--- src/rtl/imm_ext_stage_ctrl.sv ---
// Decode-stage controller for the shared immediate extender: opcode decode, D/E capture of the extended immediate.
// Latency: ext_op/ext_imm16/illegal_d combinational from instr_d; imm_e and the other _e outputs one cycle later.
// Backpressure: stall holds the D/E register, flush inserts a bubble and wins over stall.
//
// Ports:
//   clk, reset            clock and asynchronous active-high reset
//   instr_d, valid_d      D-stage instruction and its valid flag
//   stall, flush          hazard-unit hold / bubble requests for the D/E register
//   ext_imm16, ext_op     drive the external extender; ext_out is its result
//   imm_e, use_imm_e,     registered E-stage immediate, B-operand select,
//   ext_op_e, valid_e     extension mode and slot-valid flag
//   illegal_d             valid D-stage instruction whose opcode is not decoded
//   stall_cnt             saturating count of cycles stalled without a flush
module imm_ext_stage_ctrl #(
    parameter int STALL_CNT_W = 16
) (
    input  logic                   clk,
    input  logic                   reset,
    input  logic [31:0]            instr_d,
    input  logic                   valid_d,
    input  logic                   stall,
    input  logic                   flush,
    output logic [15:0]            ext_imm16,
    output logic [1:0]             ext_op,
    input  logic [31:0]            ext_out,
    output logic [31:0]            imm_e,
    output logic                   use_imm_e,
    output logic [1:0]             ext_op_e,
    output logic                   valid_e,
    output logic                   illegal_d,
    output logic [STALL_CNT_W-1:0] stall_cnt
);

    localparam logic [1:0] EXT_ZERO = 2'd0;
    localparam logic [1:0] EXT_SIGN = 2'd1;
    localparam logic [1:0] EXT_LUI  = 2'd2;

    logic [5:0] op_d;
    logic       use_imm;
    logic       legal;

    assign op_d      = instr_d[31:26];
    assign ext_imm16 = instr_d[15:0];

    always_comb begin
        ext_op  = EXT_ZERO;
        use_imm = 1'b0;
        legal   = 1'b1;
        case (op_d)
            // andi, ori, xori
            6'h0C, 6'h0D, 6'h0E: begin
                ext_op  = EXT_ZERO;
                use_imm = 1'b1;
            end
            // addi..sltiu, loads, stores
            6'h08, 6'h09, 6'h0A, 6'h0B,
            6'h20, 6'h21, 6'h23, 6'h24, 6'h25,
            6'h28, 6'h29, 6'h2B: begin
                ext_op  = EXT_SIGN;
                use_imm = 1'b1;
            end
            // lui
            6'h0F: begin
                ext_op  = EXT_LUI;
                use_imm = 1'b1;
            end
            // branches: offset is sign-extended but consumed by the branch unit, not the ALU
            6'h01, 6'h04, 6'h05, 6'h06, 6'h07: begin
                ext_op  = EXT_SIGN;
                use_imm = 1'b0;
            end
            // R-type, j, jal
            6'h00, 6'h02, 6'h03: begin
                ext_op  = EXT_ZERO;
                use_imm = 1'b0;
            end
            default: begin
                legal = 1'b0;
            end
        endcase
    end

    assign illegal_d = valid_d & ~legal;

    always_ff @(posedge clk or posedge reset) begin
        if (reset) begin
            imm_e     <= '0;
            use_imm_e <= 1'b0;
            ext_op_e  <= EXT_ZERO;
            valid_e   <= 1'b0;
        end else if (flush) begin
            imm_e     <= '0;
            use_imm_e <= 1'b0;
            ext_op_e  <= EXT_ZERO;
            valid_e   <= 1'b0;
        end else if (!stall) begin
            valid_e <= valid_d;
            if (valid_d) begin
                // Illegal opcodes still flow down with use_imm=0; the trap is raised downstream.
                imm_e     <= ext_out;
                use_imm_e <= use_imm;
                ext_op_e  <= ext_op;
            end else begin
                imm_e     <= '0;
                use_imm_e <= 1'b0;
                ext_op_e  <= EXT_ZERO;
            end
        end
    end

    // A stall that coincides with a flush is not a held cycle, so it is not counted.
    always_ff @(posedge clk or posedge reset) begin
        if (reset) begin
            stall_cnt <= '0;
        end else if (stall && !flush && (stall_cnt != {STALL_CNT_W{1'b1}})) begin
            stall_cnt <= stall_cnt + STALL_CNT_W'(1);
        end
    end

endmodule

--- config.mk ---
export PLATFORM = sky130hd
export DESIGN_NAME = imm_ext_stage_ctrl
export DESIGN_NICKNAME = d
export VERILOG_FILES = /design/src/rtl/imm_ext_stage_ctrl.sv
export SDC_FILE = /design/constraint.sdc
export NUM_CORES = 1
export LEC_CHECK = 0
export CORE_MARGIN = 2
export CORE_UTILIZATION = 38
export CTS_CLUSTER_DIAMETER = 40
export DETAILED_ROUTE_END_ITERATION = 7
export HOLD_SLACK_MARGIN = 0.15
export PLACE_DENSITY = 0.77
export RECOVER_POWER = 50
export SYNTH_ARGS = -nofsm -noshare
export SYNTH_HDL_FRONTEND = slang
export SYNTH_SLANG_ARGS = --single-unit
--- constraint.sdc ---
create_clock -name clk -period 3.4 [get_ports clk]
set_input_delay 0.34 -clock clk [delete_from_list [all_inputs] [get_ports clk]]
set_output_delay 0.34 -clock clk [all_outputs]
set_load 0.05 [all_outputs]
Word level (Yosys, flattened, before mapping)

Cells that the tools add are included.

Add/subtract/negate cells: 1
Equality and inequality tests: 25
Muxes and demuxes: 14
Bitwise logic cells: 2
Reduce and logical (&&, ||, !) cells: 7

Operators with widths:

| kind                    | count |
|---|---|
| $mux W32                | 3 |
| $eq A6 B4 Y1 const B    | 8 |
| $eq A6 B6 Y1 const B    | 8 |
| $eq A6 B3 Y1 const B    | 4 |
| $reduce_or A24 Y1       | 1 |
| $reduce_or A17 Y1       | 1 |
| $add A16 B1 Y16 const B | 1 |
| $ne A16 B16 Y1 const B  | 1 |
| $reduce_or A16 Y1       | 1 |
| $eq A6 B2 Y1 const B    | 2 |
| $mux W1                 | 7 |
| $eq A6 B1 Y1 const B    | 1 |
| $logic_not A6 Y1        | 1 |
| $mux W2                 | 3 |
| $pmux W2 S2             | 1 |
| $logic_and A1 B1 Y1     | 2 |
| $ne A2 B1 Y1 const B    | 1 |
| $and A1 B1 Y1           | 1 |
| $logic_not A1 Y1        | 1 |
| $not A1 Y1              | 1 |

Bits in registers: 52
Logic and storage cells: 54

Logic depth before layout (Yosys ltp)

Depth after elaboration: 6
Gate-level depth with buffers: 6
Gate-level depth less buffers: 5

Least setup slack after synthesis

No wires, ideal clock.

Path type: input to output
Start: input instr_d[31]
End: output ext_op[0]
Arrival: 1.708 ns
Setup slack: 1.352 ns
Cell stages on the path: 5
Path buffers: 1
Path through: clkbuf_1 > or3_1 > nand2_1 > a221o_1 > nor2_1

Cells in the longest elaborated chain, start to end: 3
Elaborated cells on any way between the ends: 20

RTL lines:

| item                                       | RTL line | RTL |
|---|---|---|
| start: declaration                         | 19       | `input logic [31:0] instr_d,` |
| $eq A6 B1 Y1, or another cell as far along | 49       | `case (op_d)` |
| $reduce_or A17 Y1 (no source line)         | --       |  |
| $pmux W2 S2 (*)                            | 49       |  |
| end: declaration                           | 24       | `output logic [1:0] ext_op,` |

Every way passes the cells marked *; elsewhere a longest branch is shown, timed or not.

Worst setup path in the final report

Ends and elaborated chain as after synthesis.

==> flow_summary.ini <==
[run_status]
status = complete, but fails checks
violations = max-capacitance violations, max-slew violations

[logic_synthesis]
yosys_register_bits = 52
ys_seq_area_share_pct = 55.85
synth-warning-count = 0
syn-cell-area_um2 = 2330
syn_inst = 195
synth_flop_cell = dfrtp_1
synth-edff-count = 0
synthXorXnorAreaFrac_pct = 3.706
synth_compound_area_share_pct = 18.42
synth-simple-area-share_pct = 13.32
synth.avg_cell_area_um2 = 11.95
synth_fa_ha_area_share_pct = 0.5371
synthMuxAreaShare_pct = 0.4834
synth_top_family_by_area = compound AO/OA/AOI/OAI gates
synth_cell_type_count = 41
synth_async_sr_flop_share_pct = 100.0
synth_fp_nets = 265

[sta]
setup_tns_ps = 0
rsz0062_at_grt = no
setup_ws_ps = 672.7
setup_viol = 0
skew_ps = 1.514
hold_violations = 0
slew_viol_final = 90
layout_min_cycle_time_ps = 2727
max_slew_margin_pct = -26.43
period_share_pct = 80.22
tightest_slew_ps = 1894
clock.fmax_mhz = 366.7

[route]
drt_iter0_drc = 74
drc = 0
drt-total-wl_um = 5287
via_per_inst = 5.240
num_vias = 1834
wl_per_cell_um = 15.11
ant_nets = 0
first_pass_iters = 4

[worst_hold_path]
min_path_cells = 1
hold_start = valid_e
holdCritPathClass = reg -> reg
holdPathEnd = valid_e

[power_and_ir_drop]
p_leak_nw = 1.445
power_mw = 1.534
power_density_nw_per_um2 = 462.2
vdd_ir_drop_max_uv = 405.8

[grt]
grt_util_met2_pct = 26.53
first_global_vias = 1746
gr-total-overflow = 0
antenna_found_initial = 0
grt_max_degree = 53
use_met1_pct = 20.72
grt_usage_pct = 16.43
grt_pass1_wl_um = 8493
use_met3_pct = 5.109
top_usage_layer = met2

[clocking]
cts_setup_buffers = 0
clk_pin_slew_ps = 80
cts_sinks = 52
root_buffer = clkbuf_8
cts_tree = yes
hold_buffers = 0
clk_path_buf_depth = 2
clock_latency_ps = 300
cts_resized = 0
htreeDepth = 2
cts_made_buffers = 5

[floorplan]
start_util_pct = 39.35
die_h_um = 82.30
die_area_um2 = 6773
row_count = 28
boundaryPins = 140
fp.coreArea_um2 = 5921
die_w_um = 82.30

[critical_path]
cp_slowest_stage_delay_ps = 810
worstPathCellList = clkdlybuf4s50_1 -> or3_1 -> nand2_1 -> a221o_1 -> nor2_1 -> clkdlybuf4s50_1
startpoint_type = input pin
worstPathMaxFanout = 8
worstSetupEndpointType = primary output
worstSetupPathType = in -> out
arrival_ps = 2390
rr_worst_depth = 5
worst_r2r_endpoint = stall_cnt[1]
timing.rr.start = stall_cnt[1]
crit_required_ps = 3060
cp_slowest_cell = clkdlybuf4s50_1
r2r_slack_ps = 1450
path_common_cell = clkdlybuf4s50_1

[final_layout]
layout-drive-gt1-share_pct = 4.364
final_cell_mix = clkdlybuf4s50_1 (95), dfrtp_1 (52), a22o_1 (34)
synthToLayoutAreaGrowth_pct = 42.48
final_common_cell = clkdlybuf4s50_1
nets = 344
num-fill-cells = 527
final_cell_count_no_fill = 350
diodes = 0

[placement]
dp.cells = 342
dp_hpwl_um = 3702
dpl_worst_slack_ps = 675.7
io_buffers = 97
gp_congestion = 0.8570

[flow_run]
max_cap_violations = 2
==> critical path, delay by kind of cell <==
family	cells	cell delay, ps
AO/OA/AOI/OAI	1	310
buffers and inverters	2	1410
AND/OR/NAND/NOR	3	320
==> metal layers <==
metal  share of wire (%)  vias up
met4                 1.7        0
met5                   0        -
met2                  50       64
li1                    -      864
met1                  42      889
met3                 5.9       17
==> power by group <==
group | total [mW] | internal (mW) | leakage, nW | switching [mW]
registers | 0.717 | 0.666 | 0.703 | 0.0506
clock network | 0.352 | 0.166 | 0.0455 | 0.186
logic | 0.465 | 0.175 | 0.696 | 0.290
total | 1.53 | 1.01 | 1.45 | 0.527
==> sequential cells by signal, indices dropped and copies added, names as in the netlist <==
name / flops
use_imm_e: 1
ext_op_e: 2
stall_cnt: 16
valid_e: 1
imm_e: 32
==> synth_stat cells (all sizes together), types with 2 or more instances <==
cell type   n  area, µm²
nor4        2      25.02
nand2       7      26.28
xnor2       4      42.55
inv         2      7.510
clkbuf      8      30.03
a21oi       9      45.04
dfrtp      52       1301
and4        2      17.52
xor2        5      43.79
a22o       34      297.8
a21o        2      15.01
nor2        7      26.28
and3        3      18.77
nand4       4      25.02
o211ai      2      15.01
nand3      10      67.57
nor3b       3      27.52
nor3        4      20.02
buf        19      141.4
==> stage by stage <==
stage          hold WS [ps]  area [µm²]  util (%)
3_3_place_gp          466.8        3247     54.84
6_report              482.2        3319     56.07
4_1_cts               489.9        3337     56.36
5_1_grt               503.9        3319     56.07
2_1_floorplan         480.1        2330         -
3_5_place_dp          469.2        3247     54.84
==> worst max path at each step <==
stage                     start        end  slack [ps]  cells past startpoint
floorplan           instr_d[31]  ext_op[0]        1350                      5
global route        instr_d[31]  ext_op[0]         580                      6
detailed placement  instr_d[31]  ext_op[0]         680                      6
CTS                 instr_d[31]  ext_op[0]         670                      6
finish              instr_d[31]  ext_op[0]         670                      6
global placement    instr_d[31]  ext_op[0]         690                      6
==> kinds of logic (layout without fill, tap and decap cells) <==
| group | count (synthesis) | in the layout |
|---|---|---|
| multiplexers | 1 | 1 |
| adder cells (fa/ha/maj) | 1 | 1 |
| AND/OR/NAND/NOR | 49 | 49 |
| AO/OA/AOI/OAI | 54 | 54 |
| XOR/XNOR | 9 | 9 |
| buffers and inverters | 29 | 109 |
| flip-flops | 52 | 52 |
==> layout make-up <==
class / count / area, µm² / share of cell area (%)
Sequential cell: 52 / 1301 / 39.20
Timing Repair Buffer: 99 / 982.2 / 29.59
Multi-Input combinational cell: 114 / 844.6 / 25.44
Clock buffer: 8 / 90.09 / 2.714
Inverter: 2 / 7.507 / 0.2262
Tap cell: 75 / 93.84 / 2.827
(Power assumes the default switching activity.)
